$ cat config.mk
export PLATFORM = sky130hd
export DESIGN_NAME = fetch_queue
export DESIGN_NICKNAME = d
export VERILOG_FILES = /design/src/rtl/sisc_fetch_pkg.sv /design/src/rtl/fetch_fifo.sv /design/src/rtl/fetch_queue.sv
export SDC_FILE = /design/constraint.sdc
export NUM_CORES = 1
export LEC_CHECK = 0
export CAP_MARGIN = 20
export CORE_MARGIN = 2
export CORE_UTILIZATION = 68
export CTS_CLUSTER_SIZE = 16
export DETAILED_ROUTE_END_ITERATION = 7
export DONT_BUFFER_PORTS = 1
export PLACE_DENSITY = 0.84
export SLEW_MARGIN = 10
export SYNTH_ARGS = -nofsm -noshare
export SYNTH_HDL_FRONTEND = slang
export SYNTH_SLANG_ARGS = --single-unit
$ cat constraint.sdc
create_clock -name clk -period 4.1 [get_ports clk]
set_clock_uncertainty 0.2 [all_clocks]
set_input_delay 0.615 -clock clk [delete_from_list [all_inputs] [get_ports clk]]
set_output_delay 0.615 -clock clk [all_outputs]
set_load 0.01 [all_outputs]
$ cat src/rtl/sisc_fetch_pkg.sv
// Shared definitions for the SISC instruction-fetch front end: FSM state encoding,
// prefetch entry layout at default widths, and the default reset PC.
package sisc_fetch_pkg;

    typedef enum logic [1:0] {
        S_BOOT  = 2'd0,
        S_RUN   = 2'd1,
        S_FLUSH = 2'd2
    } fq_state_e;

    localparam int unsigned   AW_DEF       = 16;
    localparam int unsigned   DW_DEF       = 32;
    localparam logic [15:0]   RESET_PC_DEF = 16'h0000;

    // Entry layout: PC in the upper bits, instruction in the lower bits.
    typedef struct packed {
        logic [AW_DEF-1:0] pc;
        logic [DW_DEF-1:0] instr;
    } fetch_entry_t;

endpackage

$ cat src/rtl/fetch_fifo.sv
// Registered prefetch FIFO: DEPTH entries of W bits, synchronous clear, push/pop, occupancy.
// Head reads as zero when empty.
module fetch_fifo #(
    parameter int unsigned DEPTH = 4,
    parameter int unsigned W     = 48
) (
    input  logic                     clk,
    input  logic                     rst_f,
    input  logic                     clr_i,
    input  logic                     push_i,
    input  logic                     pop_i,
    input  logic [W-1:0]             din_i,
    output logic [W-1:0]             dout_o,
    output logic [$clog2(DEPTH):0]   count_o
);

    localparam int unsigned PW = $clog2(DEPTH);

    logic [W-1:0]  mem_q [DEPTH];
    logic [PW-1:0] rd_q;
    logic [PW-1:0] wr_q;
    logic [PW:0]   cnt_q;

    always_ff @(posedge clk) begin
        if (!rst_f || clr_i) begin
            rd_q  <= '0;
            wr_q  <= '0;
            cnt_q <= '0;
        end else begin
            if (push_i) wr_q <= wr_q + 1'b1;
            if (pop_i)  rd_q <= rd_q + 1'b1;
            cnt_q <= cnt_q + (PW+1)'(push_i) - (PW+1)'(pop_i);
        end
    end

    // Storage needs no reset: occupancy gates the head output.
    always_ff @(posedge clk) begin
        if (push_i) mem_q[wr_q] <= din_i;
    end

    assign dout_o  = (cnt_q != '0) ? mem_q[rd_q] : '0;
    assign count_o = cnt_q;

endmodule

$ cat src/rtl/fetch_queue.sv
// SISC instruction-fetch initiator: PC/redirect FSM feeding a prefetch FIFO towards decode.
// Optional FETCH_STATS_EN adds saturating push/flush counters.
module fetch_queue
    import sisc_fetch_pkg::*;
#(
    parameter int unsigned    DEPTH    = 4,
    parameter int unsigned    AW       = 16,
    parameter int unsigned    DW       = 32,
    parameter logic [AW-1:0]  RESET_PC = AW'(RESET_PC_DEF)
) (
    input  logic                     clk,
    input  logic                     rst_f,
    output logic [AW-1:0]            im_addr,
    input  logic [DW-1:0]            im_data,
    output logic [DW-1:0]            ins_data,
    output logic [AW-1:0]            ins_pc,
    output logic                     ins_valid,
    input  logic                     ins_ready,
    input  logic                     br_taken,
    input  logic [AW-1:0]            br_addr,
`ifdef FETCH_STATS_EN
    output logic [31:0]              stat_fetched,
    output logic [31:0]              stat_flushed,
`endif
    output logic [$clog2(DEPTH):0]   fq_count
);

    localparam int unsigned CW = $clog2(DEPTH) + 1;

    fq_state_e       state_q, state_d;
    logic [AW-1:0]   pc_q, pc_d;
    logic            push, pop;
    logic [CW-1:0]   count;
    logic [AW+DW-1:0] head;

    always_ff @(posedge clk) begin
        if (!rst_f) begin
            state_q <= S_BOOT;
            pc_q    <= RESET_PC;
        end else begin
            state_q <= state_d;
            pc_q    <= pc_d;
        end
    end

    always_comb begin
        state_d = state_q;
        case (state_q)
            S_BOOT:  state_d = br_taken ? S_FLUSH : S_RUN;
            S_RUN:   state_d = br_taken ? S_FLUSH : S_RUN;
            S_FLUSH: state_d = br_taken ? S_FLUSH : S_RUN;
            default: state_d = S_BOOT;
        endcase
    end

    // A redirect discards the head, so a same-cycle pop is suppressed rather than taken.
    always_comb begin
        pop  = ins_valid && ins_ready && !br_taken;
        push = (state_q == S_RUN) && !br_taken &&
               ((count < CW'(DEPTH)) || pop);
        pc_d = pc_q;
        if (br_taken)  pc_d = br_addr;
        else if (push) pc_d = pc_q + 1'b1;
    end

    fetch_fifo #(
        .DEPTH (DEPTH),
        .W     (AW + DW)
    ) u_fifo (
        .clk     (clk),
        .rst_f   (rst_f),
        .clr_i   (br_taken),
        .push_i  (push),
        .pop_i   (pop),
        .din_i   ({pc_q, im_data}),
        .dout_o  (head),
        .count_o (count)
    );

    assign im_addr   = pc_q;
    assign ins_valid = (count != '0);
    assign ins_pc    = head[AW+DW-1:DW];
    assign ins_data  = head[DW-1:0];
    assign fq_count  = count;

`ifdef FETCH_STATS_EN
    logic [31:0] fetched_q, flushed_q;
    logic [32:0] flush_sum;

    assign flush_sum = {1'b0, flushed_q} + 33'(count);

    always_ff @(posedge clk) begin
        if (!rst_f) begin
            fetched_q <= '0;
            flushed_q <= '0;
        end else begin
            if (push && (fetched_q != '1)) fetched_q <= fetched_q + 1'b1;
            if (br_taken) flushed_q <= flush_sum[32] ? '1 : flush_sum[31:0];
        end
    end

    assign stat_fetched = fetched_q;
    assign stat_flushed = flushed_q;
`endif

endmodule

==> flow_summary_export.csv, run 1 <==
group,metric,value,unit
critical_path,worstPathRequired,3280,ps
floorplanning,die_area,13600,sq um
clock_tree,cts_sinks,219,
final_layout,nets,529,
logic_synthesis,yosysMostFrequentCell,"edfxtp_1",
clock_tree,post_cts_buffers,0,
clock_tree,insertion_delay,480,ps
final_layout,synthToLayoutAreaGrowth,9.23,%
sta,fmax,0.320,GHz
clock_tree,cts_buffer_depth,3,
floorplanning,die_h,116,um
clock_tree,cts_resized,0,
detailed_routing,antenna_left,0,
sta,rsz0062_at_grt,"false",
grt,grt_pass1_vias,4116,
critical_path,setup.worst_path.end_class,"output pin",
detailed_routing,drtIter0Drc,331,
clock_tree,cts_tree,"built",
logic_synthesis,synthCells,462,
sta,setup_slack,972,ps
logic_synthesis,yosys.area.top_type,"edfxtp_1",
final_layout,diodes,0,
clock_tree,h-tree-depth,1,
logic_synthesis,syn_area,8600,sq um
clock_tree,cts_root_buf,"clkbuf_16",
power_and_ir_drop,power.density,458,nW/um^2
placement,hpwl,8780,um
sta,period_share,0.763,
clock_tree,path_clk_slew,70,ps
placement,gp_congestion,0.817,
detailed_routing,routed_wl,14900,um
grt,grt_pass1_wl,22600,um
critical_path,critPathKind,"reg -> out",
power_and_ir_drop,power.leakage,2.90,nW
logic_synthesis,ys_seq_area_frac,0.733,
hold_path,hold_path_class,"in -> reg",
final_layout,fillers,682,
detailed_routing,route.detailed.drc,0,
floorplanning,fp.dieW,116,um
critical_path,worstPathMaxFanout,48,
critical_path,crit_slowest_cell,"dfxtp_4",
run,maxCapViolCount,0,
sta,worst_slew_margin_rel,0.365,
detailed_routing,wl_per_cell,22.8,um
logic_synthesis,synthArstFlopShare,0,
grt,grt_use_total,0.224,
grt,grt_max_degree,51,
sta,hold_viol_final,0,
floorplanning,fp-row-count,41,
hold_path,hold_start,"im_data[27]",
sta,worst_pin_slew,952,ps
sta,setup-tns-final,0,ps
floorplanning,core,12500,sq um
logic_synthesis,synthDistinctLibCells,37,
logic_synthesis,synth_area_leaders,"edfxtp_1 (67%), mux4_2 (13%), dfxtp_1 (6.3%)",
detailed_routing,drt_first_pass_iters,5,
grt,gr-total-overflow,0,
detailed_routing,via_per_inst,6.31,
critical_path,cpPeakStageDelay,940,ps
logic_synthesis,ys_top_cells_by_count,"edfxtp_1 (192), nor2b_1 (49), mux4_2 (48)",
final_layout,drive_gt1_frac,0.189,
grt,antenna_found_initial,0,
logic_synthesis,synth_seq_cells,219,
critical_path,critPathLaunchType,"register",
logic_synthesis,ys_warn_count,0,
logic_synthesis,synth_fp_nets,522,
placement,pre_cts_ws,1070,ps
critical_path,crit_chain,"mux4_2, nor2b_1",
critical_path,r2r_start,"u_fifo.count_o[2]",
sta,fin_crit,3130,ps
detailed_routing,vias,4122,
logic_synthesis,post_synth.cell_area_avg,18.6,sq um
logic_synthesis,synth_edf_count,192,
floorplanning,io_pins,120,
clock_tree,hold_buffers,0,
sta,slew_viol_final,0,
outcome,outcome,"finished clean",
final_layout,seqCellArea,6310,sq um
critical_path,worst_ep_arrival_time,2310,ps
logic_synthesis,synth_top_area_share,0.670,
logic_synthesis,synth_flop_cell,"edfxtp_1",
placement,portBuffers,0,
sta,setup_violations,0,
final_layout,multi_input_area,2180,sq um
clock_tree,cts_buffers,20,
power_and_ir_drop,vdd_drop_max,0.406,mV
floorplanning,start_util,0.690,
registers in the layout (all words and copies together), names as in the netlist, named ones only:
register and count:
im_addr 16, u_fifo.wr_q 2, state_q 2, u_fifo.rd_q 2
u_fifo.mem_q 192, u_fifo.count_o 3
routing by layer:
layer	vias to the layer above	part of all wire	GRT usage
li1	1834	-	-
met1	2087	0.41	0.311
met5	-	0	0
met3	21	0.092	0.0628
met2	180	0.48	0.359
met4	0	0.018	0.0651
final cells by class:
cell class / instances / area share
flip-flops and latches: 219 / 0.672
multi-input cells: 210 / 0.232
clock buffers: 24 / 0.0571
well taps: 172 / 0.0229
clock inverters: 10 / 0.00719
repair buffers: 6 / 0.00479
inverters: 12 / 0.00479
cell families after synthesis:
| kind of cell | Yosys count | synth area share |
|---|---|---|
| xor+xnor | 13 | 0.0132 |
| simple gates | 102 | 0.0730 |
| fa+ha+maj | 8 | 0.0125 |
| compound gates | 39 | 0.0275 |
| flops | 219 | 0.733 |
| buf+inv | 33 | 0.0151 |
| mux | 48 | 0.126 |
worst paths after layout:
check                         to  slack, ps  depth (start not counted)
min reg2reg           state_q[1]        300                          1
max reg2reg   u_fifo.mem_q[3][5]       1150                          4
max                    ins_pc[7]        970                          2
min          u_fifo.mem_q[1][27]         20                          0
critical path, delay by kind of cell (launching register included):
| kind | cells | cell delay [ps] |
|---|---|---|
| DFF | 1 | 940 |
| muxes | 1 | 630 |
| and+or+nand+nor | 1 | 180 |
per-stage QoR:
step	instance area, sq um	hold slack [ps]	instances	util	total power (W)
3_5_place_dp	8790	262	619	0.705	0.00264
4_1_cts	9400	7.21	653	0.754	0.00434
3_3_place_gp	8790	245	619	0.705	0.00263
2_1_floorplan	8600	234	462	-	0.00261
5_1_grt	9400	1.22	653	0.754	0.00444
6_report	9400	20.7	653	0.754	0.00431
placed cells by master (no fill, tap or decap), types with 2 or more instances in the layout:
cell       netlist  routed
or4_1            2       2
a21o_1           2       2
nor4_2           2       2
o21ai_0         15      15
clkinv_1         0       6
nor2b_1         49      49
xnor2_1         12      12
clkbuf_1        16       3
nor4_1           3       3
nand2_1          5       5
nor3b_1          4       4
a211oi_1         3       3
dfxtp_1         27      25
a31oi_1          5       5
clkbuf_16        0      21
nor3_1           4       3
mux4_2          48      48
nor2_1          10      10
clkinv_2         0       3
a21boi_0         2       2
inv_1           12      12
and3_1           2       2
ha_1             7       7
buf_4            0       6
nand4_1          2       2
nand2b_1         2       2
a21oi_1          8       8
nand3_1          6       6
edfxtp_1       192     192
and2_2           0       4
o311a_1          2       2
or3_1            2       2
power breakdown:
part | leakage, nW | switching, W | internal, W
clock network | 0.298 | 0.000726 | 0.000990
registers | 1.97 | 0.0000432 | 0.00246
logic | 0.633 | 0.0000525 | 0.0000399
Power figures use the tool's default switching activity.
==> run 2, diff against run 1 <==
CORE_UTILIZATION = 63   (was 68)
PLACE_DENSITY = 0.79   (was 0.84)
clock period = 2.9 ns   (was 4.1 ns; I/O delays follow)
==> flow_summary_export.csv, run 2 (synthesized netlist as in run 1, its figures left out) <==
group,metric,value,unit
outcome,outcome,"finished clean",
floorplanning,fp-row-count,42,
sta,setup_violations,0,
clock_tree,cts_buffer_depth,3,
final_layout,fin_cells,719,
critical_path,worstPathRequired,3050,ps
grt,antenna_found_initial,0,
critical_path,setup.worst_path.end_class,"register",
detailed_routing,route.detailed.drc,0,
power_and_ir_drop,p_sw,0.00120,W
sta,rsz0062_at_grt,"false",
run,maxCapViolCount,0,
detailed_routing,antenna_left,0,
critical_path,cp_num_buf_inv,2,
detailed_routing,drt_first_pass_iters,4,
floorplanning,io_pins,120,
detailed_routing,via_per_inst,6.05,
detailed_routing,vias,4350,
final_layout,synthToLayoutAreaGrowth,16.3,%
grt,grt_use_total,0.217,
clock_tree,path_clk_slew,60,ps
critical_path,critPathLaunchType,"register",
final_layout,layout_common_cells,"edfxtp_1 (192), nor2b_1 (49), mux4_2 (48)",
critical_path,cpPeakStageDelay,470,ps
placement,gp_congestion,0.805,
power_and_ir_drop,p_clk_frac,0.394,
clock_tree,cts_sinks,219,
sta,fin_crit,2630,ps
grt,grt_max_degree,51,
detailed_routing,wl_per_cell,21.9,um
clock_tree,cts_buffers,21,
floorplanning,fp.dieW,121,um
grt,grt_pass1_wl,24100,um
sta,worst_pin_slew,569,ps
sta,slew_viol_final,0,
clock_tree,cts_root_buf,"clkbuf_16",
clock_tree,cts_resized,0,
critical_path,crit_slowest_cell,"dfxtp_1",
critical_path,worstPathMaxFanout,4,
final_layout,final_common_cell,"edfxtp_1",
power_and_ir_drop,power.leakage,3.18,nW
power_and_ir_drop,vdd_drop_max,0.720,mV
placement,portBuffers,0,
power_and_ir_drop,p_int,0.00499,W
placement,dp_cells,636,
final_layout,final_util,0.753,
final_layout,nets,590,
power_and_ir_drop,pwr-share-comb,0.037,
sta,period_share,0.908,
detailed_routing,routed_wl,15800,um
sta,fmax,0.380,GHz
power_and_ir_drop,power.density,618,nW/um^2
power_and_ir_drop,power_frac_seq,0.569,
power_and_ir_drop,switching_share,0.193,
detailed_routing,drtIter0Drc,315,
critical_path,reg2reg_slack,270,ps
grt,gr-total-overflow,0,
floorplanning,die_area,14600,sq um
final_layout,largest_reg_flops,192,
final_layout,largest-register,"u_fifo.mem_q",
final_layout,drive_gt1_frac,0.195,
clock_tree,h-tree-depth,1,
grt,grt_pass1_vias,4494,
sta,hold_viol_final,0,
critical_path,worst_ep_arrival_time,2790,ps
clock_tree,insertion_delay,470,ps
critical_path,crit_family,"adder cells",
floorplanning,start_util,0.647,
critical_path,critPathKind,"reg -> reg",
floorplanning,core,13300,sq um
critical_path,crit_chain,"nor3_2, nor3b_1, ha_1, inv_1, ha_1, inv_1, fa_1, xor2_1, xnor2_1, nor2_1",
clock_tree,cts_tree,"built",
sta,worst_slew_margin_rel,0.618,
placement,hpwl,9240,um
floorplanning,die_h,121,um
final_layout,diodes,0,
hold_path,hold_path_class,"in -> reg",
sta,setup-tns-final,0,ps
[run 2: changes by cell type in the layout (fill, tap and decap cells not counted), sizes merged]
cell | before | now
clkbuf | 24 | 25
dlygate4sd3 | 0 | 47
buf | 6 | 19
clkinv | 9 | 10
[run 2: per-layer routing]
metal / global-route usage / vias up / routed length [um] / part of all wire
li1: - / 1954 / - / -
met1: 0.308 / 2194 / 6650 / 0.42
met2: 0.351 / 172 / 7730 / 0.49
met3: 0.0437 / 30 / 1030 / 0.065
met4: 0.0610 / 0 / 355 / 0.023
met5: 0 / - / 0 / 0
[run 2: worst paths after layout]
check	to	cells past startpoint	start
worst max-delay path	u_fifo.count_o[2]	10	u_fifo.count_o[1]
worst min-delay path	im_addr[3]	2	br_addr[3]
worst max register to register	u_fifo.count_o[2]	10	u_fifo.count_o[1]
worst min register to register	state_q[0]	1	state_q[1]
[run 2: stage by stage]
| stage | total power, W | cell area [sq um] | hold WS (ps) | setup slack (ps) |
|---|---|---|---|---|
| 2_1_floorplan | 0.00369 | 8600 | 234 | 71.6 |
| 3_3_place_gp | 0.00373 | 8920 | 245 | 501 |
| 3_5_place_dp | 0.00374 | 8920 | 275 | 386 |
| 4_1_cts | 0.00623 | 10000 | 5.48 | 285 |
| 5_1_grt | 0.00637 | 10000 | 17.0 | 77.2 |
| 6_report | 0.00618 | 10000 | 20.2 | 266 |
[run 2: timing repair]
| item | 4_1_cts | 5_1_grt |
|---|---|---|
| endpoints found under the hold margin | 146 | 0 |
| setup buffers | 0 | 0 |
| endpoints found under the setup margin | 0 | 0 |
| hold buffers | 47 | 0 |
[run 2: layout make-up]
class / instances / area (sq um)
flip-flops and latches: 219 / 6310
fillers: 765 / 3290
multi-input cells: 210 / 2180
repair buffers: 66 / 638
clock buffers: 25 / 541
well taps: 176 / 220
clock inverters: 11 / 73.8
inverters: 12 / 45.0
[run 2: power by group through the flow]
stage                     combinational, W  clock, W  sequential, W
after floorplan                   0.000109         0        0.00358
after global placement            0.000151         0        0.00358
after detailed placement          0.000156         0        0.00358
after CTS                         0.000229   0.00249        0.00352
after global routing              0.000250   0.00260        0.00352
final                             0.000230   0.00244        0.00352
